<file path="src/rtl/proc_pkg.sv">
// Shared definitions for the 8-bit processor execute core: opcodes,
// instruction field positions and the execute FSM encoding.
package proc_pkg;

    localparam logic [3:0] OP_ADD  = 4'b0000;
    localparam logic [3:0] OP_SUB  = 4'b0001;
    localparam logic [3:0] OP_AND  = 4'b0010;
    localparam logic [3:0] OP_OR   = 4'b0011;
    localparam logic [3:0] OP_XOR  = 4'b0100;
    localparam logic [3:0] OP_NOT  = 4'b0101;
    localparam logic [3:0] OP_ADDI = 4'b0110;

    localparam int OPC_MSB = 15;
    localparam int OPC_LSB = 12;
    localparam int RD_MSB  = 11;
    localparam int RD_LSB  = 10;
    localparam int RS_MSB  = 9;
    localparam int RS_LSB  = 8;
    localparam int IMM_MSB = 7;
    localparam int IMM_LSB = 0;

    typedef enum logic [1:0] {
        ST_IDLE = 2'd0,
        ST_READ = 2'd1,
        ST_EXEC = 2'd2,
        ST_WB   = 2'd3
    } exec_state_t;

    function automatic logic is_legal_op(input logic [3:0] op);
        case (op)
            OP_ADD, OP_SUB, OP_AND, OP_OR, OP_XOR, OP_NOT, OP_ADDI: return 1'b1;
            default: return 1'b0;
        endcase
    endfunction

endpackage

</file>
<file path="src/rtl/regfile_4x8.sv">
// General register file: two combinational operand read ports, a debug
// read port and one synchronous write port; async reset clears every entry.
module regfile_4x8 #(
    parameter int NREGS = 4,
    parameter int DW    = 8,
    parameter int AW    = $clog2(NREGS)
) (
    input  logic          clk,
    input  logic          rst,
    input  logic [AW-1:0] rd_addr,
    input  logic [AW-1:0] rs_addr,
    input  logic [AW-1:0] dbg_addr,
    output logic [DW-1:0] rd_data,
    output logic [DW-1:0] rs_data,
    output logic [DW-1:0] dbg_data,
    input  logic          wr_en,
    input  logic [AW-1:0] wr_addr,
    input  logic [DW-1:0] wr_data
);

    logic [DW-1:0] regs [NREGS];

    always_ff @(posedge clk or posedge rst) begin
        if (rst) begin
            for (int i = 0; i < NREGS; i++) begin
                regs[i] <= '0;
            end
        end else if (wr_en) begin
            regs[wr_addr] <= wr_data;
        end
    end

    assign rd_data  = regs[rd_addr];
    assign rs_data  = regs[rs_addr];
    assign dbg_data = regs[dbg_addr];

endmodule

</file>
<file path="src/rtl/alu_exec_ctrl.sv">
// Execute/writeback controller: accepts one instruction, drives the external
// ALU, captures its result and writes it back with the carry/zero flags.
module alu_exec_ctrl
    import proc_pkg::*;
#(
    parameter int NREGS = 4,
    parameter int DW    = 8
) (
    input  logic          clk,
    input  logic          rst,
    input  logic          instr_valid,
    input  logic [15:0]   instr,
    output logic          instr_ready,
    output logic [DW-1:0] alu_op1,
    output logic [DW-1:0] alu_op2,
    output logic [3:0]    alu_opcode,
    input  logic [DW-1:0] alu_result,
    input  logic          alu_carry,
    input  logic          alu_zero,
    output logic          carry_flag,
    output logic          zero_flag,
    output logic          done,
    output logic          illegal,
    input  logic [1:0]    dbg_addr,
    output logic [DW-1:0] dbg_data
);

    exec_state_t   state, state_nxt;
    logic [15:0]   ir;
    logic [3:0]    ir_op;
    logic [1:0]    ir_rd, ir_rs;
    logic [DW-1:0] ir_imm;
    logic [DW-1:0] rd_data, rs_data, op2_sel;
    logic [DW-1:0] res_q;
    logic          carry_q, zero_q;
    logic          accept, load_ops, capture, write_en, flag_illegal;

    assign ir_op  = ir[OPC_MSB:OPC_LSB];
    assign ir_rd  = ir[RD_MSB:RD_LSB];
    assign ir_rs  = ir[RS_MSB:RS_LSB];
    assign ir_imm = ir[IMM_MSB:IMM_LSB];

    assign instr_ready = (state == ST_IDLE) && !rst;

    regfile_4x8 #(.NREGS(NREGS), .DW(DW), .AW(2)) u_regfile (
        .clk      (clk),
        .rst      (rst),
        .rd_addr  (ir_rd),
        .rs_addr  (ir_rs),
        .dbg_addr (dbg_addr),
        .rd_data  (rd_data),
        .rs_data  (rs_data),
        .dbg_data (dbg_data),
        .wr_en    (write_en),
        .wr_addr  (ir_rd),
        .wr_data  (res_q)
    );

    always_ff @(posedge clk or posedge rst) begin
        if (rst) state <= ST_IDLE;
        else     state <= state_nxt;
    end

    always_comb begin
        state_nxt    = state;
        accept       = 1'b0;
        load_ops     = 1'b0;
        capture      = 1'b0;
        write_en     = 1'b0;
        flag_illegal = 1'b0;
        case (state)
            ST_IDLE: begin
                if (instr_valid) begin
                    accept    = 1'b1;
                    state_nxt = ST_READ;
                end
            end
            ST_READ: begin
                if (is_legal_op(ir_op)) begin
                    load_ops  = 1'b1;
                    state_nxt = ST_EXEC;
                end else begin
                    flag_illegal = 1'b1;
                    state_nxt    = ST_IDLE;
                end
            end
            ST_EXEC: begin
                capture   = 1'b1;
                state_nxt = ST_WB;
            end
            ST_WB: begin
                write_en  = 1'b1;
                state_nxt = ST_IDLE;
            end
            default: state_nxt = ST_IDLE;
        endcase
    end

    // NOT has no second operand, so the ALU sees zero there
    always_comb begin
        op2_sel = rs_data;
        case (ir_op)
            OP_ADDI: op2_sel = ir_imm;
            OP_NOT:  op2_sel = '0;
            default: op2_sel = rs_data;
        endcase
    end

    always_ff @(posedge clk or posedge rst) begin
        if (rst) begin
            ir         <= '0;
            alu_op1    <= '0;
            alu_op2    <= '0;
            alu_opcode <= '0;
            res_q      <= '0;
            carry_q    <= 1'b0;
            zero_q     <= 1'b0;
            carry_flag <= 1'b0;
            zero_flag  <= 1'b0;
            done       <= 1'b0;
            illegal    <= 1'b0;
        end else begin
            done    <= write_en;
            illegal <= flag_illegal;
            if (accept) ir <= instr;
            if (load_ops) begin
                alu_opcode <= ir_op;
                alu_op1    <= rd_data;
                alu_op2    <= op2_sel;
            end
            if (capture) begin
                res_q   <= alu_result;
                carry_q <= alu_carry;
                zero_q  <= alu_zero;
            end
            // flags are architectural: they move only as the result retires
            if (write_en) begin
                carry_flag <= carry_q;
                zero_flag  <= zero_q;
            end
        end
    end

endmodule

</file>
<file path="config.mk">
export PLATFORM = sky130hd
export DESIGN_NAME = alu_exec_ctrl
export DESIGN_NICKNAME = d
export VERILOG_FILES = /design/src/rtl/proc_pkg.sv /design/src/rtl/regfile_4x8.sv /design/src/rtl/alu_exec_ctrl.sv
export SDC_FILE = /design/constraint.sdc
export NUM_CORES = 1
export LEC_CHECK = 0
export ABC_AREA = 1
export ABC_CLOCK_PERIOD_IN_PS = 1850
export CAP_MARGIN = 30
export CORE_ASPECT_RATIO = 1.2
export CORE_MARGIN = 2
export CORE_UTILIZATION = 57
export CTS_BUF_LIST = sky130_fd_sc_hd__clkbuf_8
export DETAILED_ROUTE_END_ITERATION = 6
export PLACE_DENSITY = 0.83
export SYNTH_ARGS = -nofsm -noshare
export SYNTH_HDL_FRONTEND = slang
export SYNTH_HIERARCHICAL = 1
export SYNTH_SLANG_ARGS = --single-unit
</file>
<file path="constraint.sdc">
create_clock -name clk -period 1.85 [get_ports clk]
set_input_delay 0.2775 -clock clk [delete_from_list [all_inputs] [get_ports clk]]
set_output_delay 0.2775 -clock clk [all_outputs]
set_load 0.03 [all_outputs]
</file>
==> results.cfg <==
[power]
p_int_w = 0.00474
p_comb_frac = 0.513
p_seq_frac = 0.357
pwr-share-clk = 0.130
peakVddDrop_mv = 1.08
power_switching_w = 0.00436
cellPowerDensity_nw_per_um2 = 1730
p_sw_frac = 0.479
p_leak_nw = 2.88

[setup_path]
critical_path_class = in2out
crit_cells = 6
crit_path_top_delay_cell = clkdlybuf4s50_1
crit_fanout = 14
path_delay_family = buffers and inverters
end_kind = output pin
crit_chain = clkdlybuf4s50_1 > buf_4 > nand2_1 > nand3_1 > nand2_1 > buf_4
crit_buf_inv = 3
reg2regPathDepth = 5
cp.arrival_ns = 1.46
required_ns = 1.57
cpPeakStageDelay_ns = 0.56
startpoint_type = primary input

[routing]
drt_pass1_iterations = 6
avgViaCountPerCell = 5.40
drc = 0
drt_wl_total_um = 11500
drtAntennaViolNets = 0
drt_iter0_drc = 394
route.vias.total = 4032
post_drt_wl_per_cell_um = 15.4

[clock_tree]
cts_tree = built
clock-sinks = 84
cts_root_buf = clkbuf_8
clock_latency_ns = 0.35
ctsHoldBuffers = 0
ctsResizeCount = 0
post_cts_buffers = 0
cts_inserted_buffers = 9
cts.htree.levels = 3
clk_pin_slew_ns = 0.08
clk_path_buf_depth = 2

[global_routing]
antenna_found_initial = 0
grt_use_total = 0.284
grt_pass1_wl_um = 18900
first_global_vias = 3884
grt_overflow = 0
grt_start_max_net_pins = 40

[logic_synthesis]
synthDistinctLibCells = 23
syn_inst = 588
yosys.area.top_type = dfrtp_1
synth_nets = 619
yosysWarningCount = 6
synth_seq_cells = 84
synth_area_leaders = dfrtp_1 48%, nand2_1 24%, nand3_1 8.7%
syn_area_sq_um = 4420
synth_area_per_cell_sq_um = 7.51
netlist.area_leader.share = 0.476
seq_area_frac_synth = 0.476

[floorplanning]
rows = 35
die_x_um = 84.4
pin_count = 64
die-area_sq_um = 8470
die_height_um = 100
core_sq_um = 7620
initial_utilization = 0.580

[placement]
gp_congestion = 1.01
dpl-instance-area_sq_um = 5090
dp_hpwl_um = 8460
numPortBuffers = 63

[timing]
max_slew_margin = 0.594
fin_hold_ws_ns = 0.248
fin_setup_tns_ns = 0
hold_viol = 0
worst_slew_pin_slew_ns = 0.608
layout_min_cycle_time_ns = 1.74
max_freq_ghz = 0.575
period_share = 0.940
setup_violations = 0
slew_viol_final = 0
rsz0062_at_grt = false
skew_ns = 0.00842

[layout]
layout.nets = 681
finalInstanceArea_sq_um = 5260
diodes = 0
drive_gt1_frac = 0.110
area_growth_pct = 19.1

[min_path]
hold_class = in2async

[job]
max_cap_violations = 0

[outcome]
status = finished, final reports clean
[placed cells by master, fill, tap and decap left out, drive strengths merged]
cell	count
a211oi	1
a21oi	6
buf	23
clkbuf	9
clkdlybuf4s50	54
clkinvlp	4
dfrtp	84
inv	64
mux2	8
nand2	281
nand3	80
nand4	17
nor2	9
nor3	1
o21ai	13
[sequential cells by signal, summed over array words and instances, names as in the netlist, named ones only]
register        flops
alu_op1             8
alu_op2             8
alu_opcode          4
carry_flag          1
carry_q             1
done                1
illegal             1
ir                 16
res_q               8
state               1
u_regfile/regs     32
zero_flag           1
zero_q              1
[metal layers]
metal	GRT usage	share of wire	vias to the layer above
met2	0.485	0.50	177
met5	0	0	-
met1	0.362	0.40	1858
met3	0.0461	0.068	36
li1	-	-	1961
met4	0.118	0.032	0
[cell usage after synthesis]
library cell    n
a211oi_1        1
inv_2           7
nand2_2         3
inv_1          55
dfrtp_1        84
nor2_2          1
buf_6           5
o21ai_0         5
nand4_1        16
o21ai_2         8
nor3_1          1
nand2_4         1
buf_2          11
nor2_1          7
clkbuf_1        1
nor2_8          1
mux2_2          8
nand3_1        77
nand3_4         3
nand4_2         1
nand2_1       277
a21oi_1         6
buf_4           9
[logic make-up (layout without fill, tap and decap cells)]
family,after synthesis,count (layout),synth area share
simple gates,388,388,0.380
mux,8,8,0.0204
buf+inv,88,154,0.0940
compound gates,20,20,0.0300
flops,84,84,0.476
[through the flow]
stage / power (W) / worst slack [ns] / util / cells
after floorplan: 0.00643 / 0.315 / - / 588
after global placement: 0.00775 / 0.172 / 0.668 / 731
after detailed placement: 0.00788 / 0.130 / 0.668 / 731
after CTS: 0.00908 / 0.129 / 0.691 / 746
after global routing: 0.00983 / 0.0405 / 0.691 / 746
final: 0.00910 / 0.112 / 0.691 / 746
[power by group through the flow]
stage,registers (W),clock network [W],logic [W]
after floorplan,0.00347,0,0.00296
after global placement,0.00323,0,0.00452
after detailed placement,0.00327,0,0.00461
after CTS,0.00324,0.00121,0.00464
after global routing,0.00334,0.00127,0.00521
final,0.00325,0.00118,0.00467
[final cells by class]
cell class	instances	area [sq um]
clock buffers	9	124
clock inverters	6	50.0
fillers	636	2360
inverters	62	233
multi-input cells	416	1900
flip-flops and latches	84	2100
well taps	92	115
repair buffers	77	738
[path summary, 6_finish.rpt]
| check | startpoint | to | slack [ns] |
|---|---|---|---|
| max | dbg_addr[0] | dbg_data[6] | 0.11 |
| min in group clk | u_regfile/regs[17] | u_regfile/regs[17] | 0.48 |
| min | rst | zero_flag | 0.25 |
| max reg2reg | flip-flop | u_regfile/regs[2] | 0.21 |
| max in group asynchronous | rst | alu_op1[5] | 1.11 |
| min reg2reg | u_regfile/regs[17] | u_regfile/regs[17] | 0.48 |
Note: power is estimated with default switching activity, not from simulation.
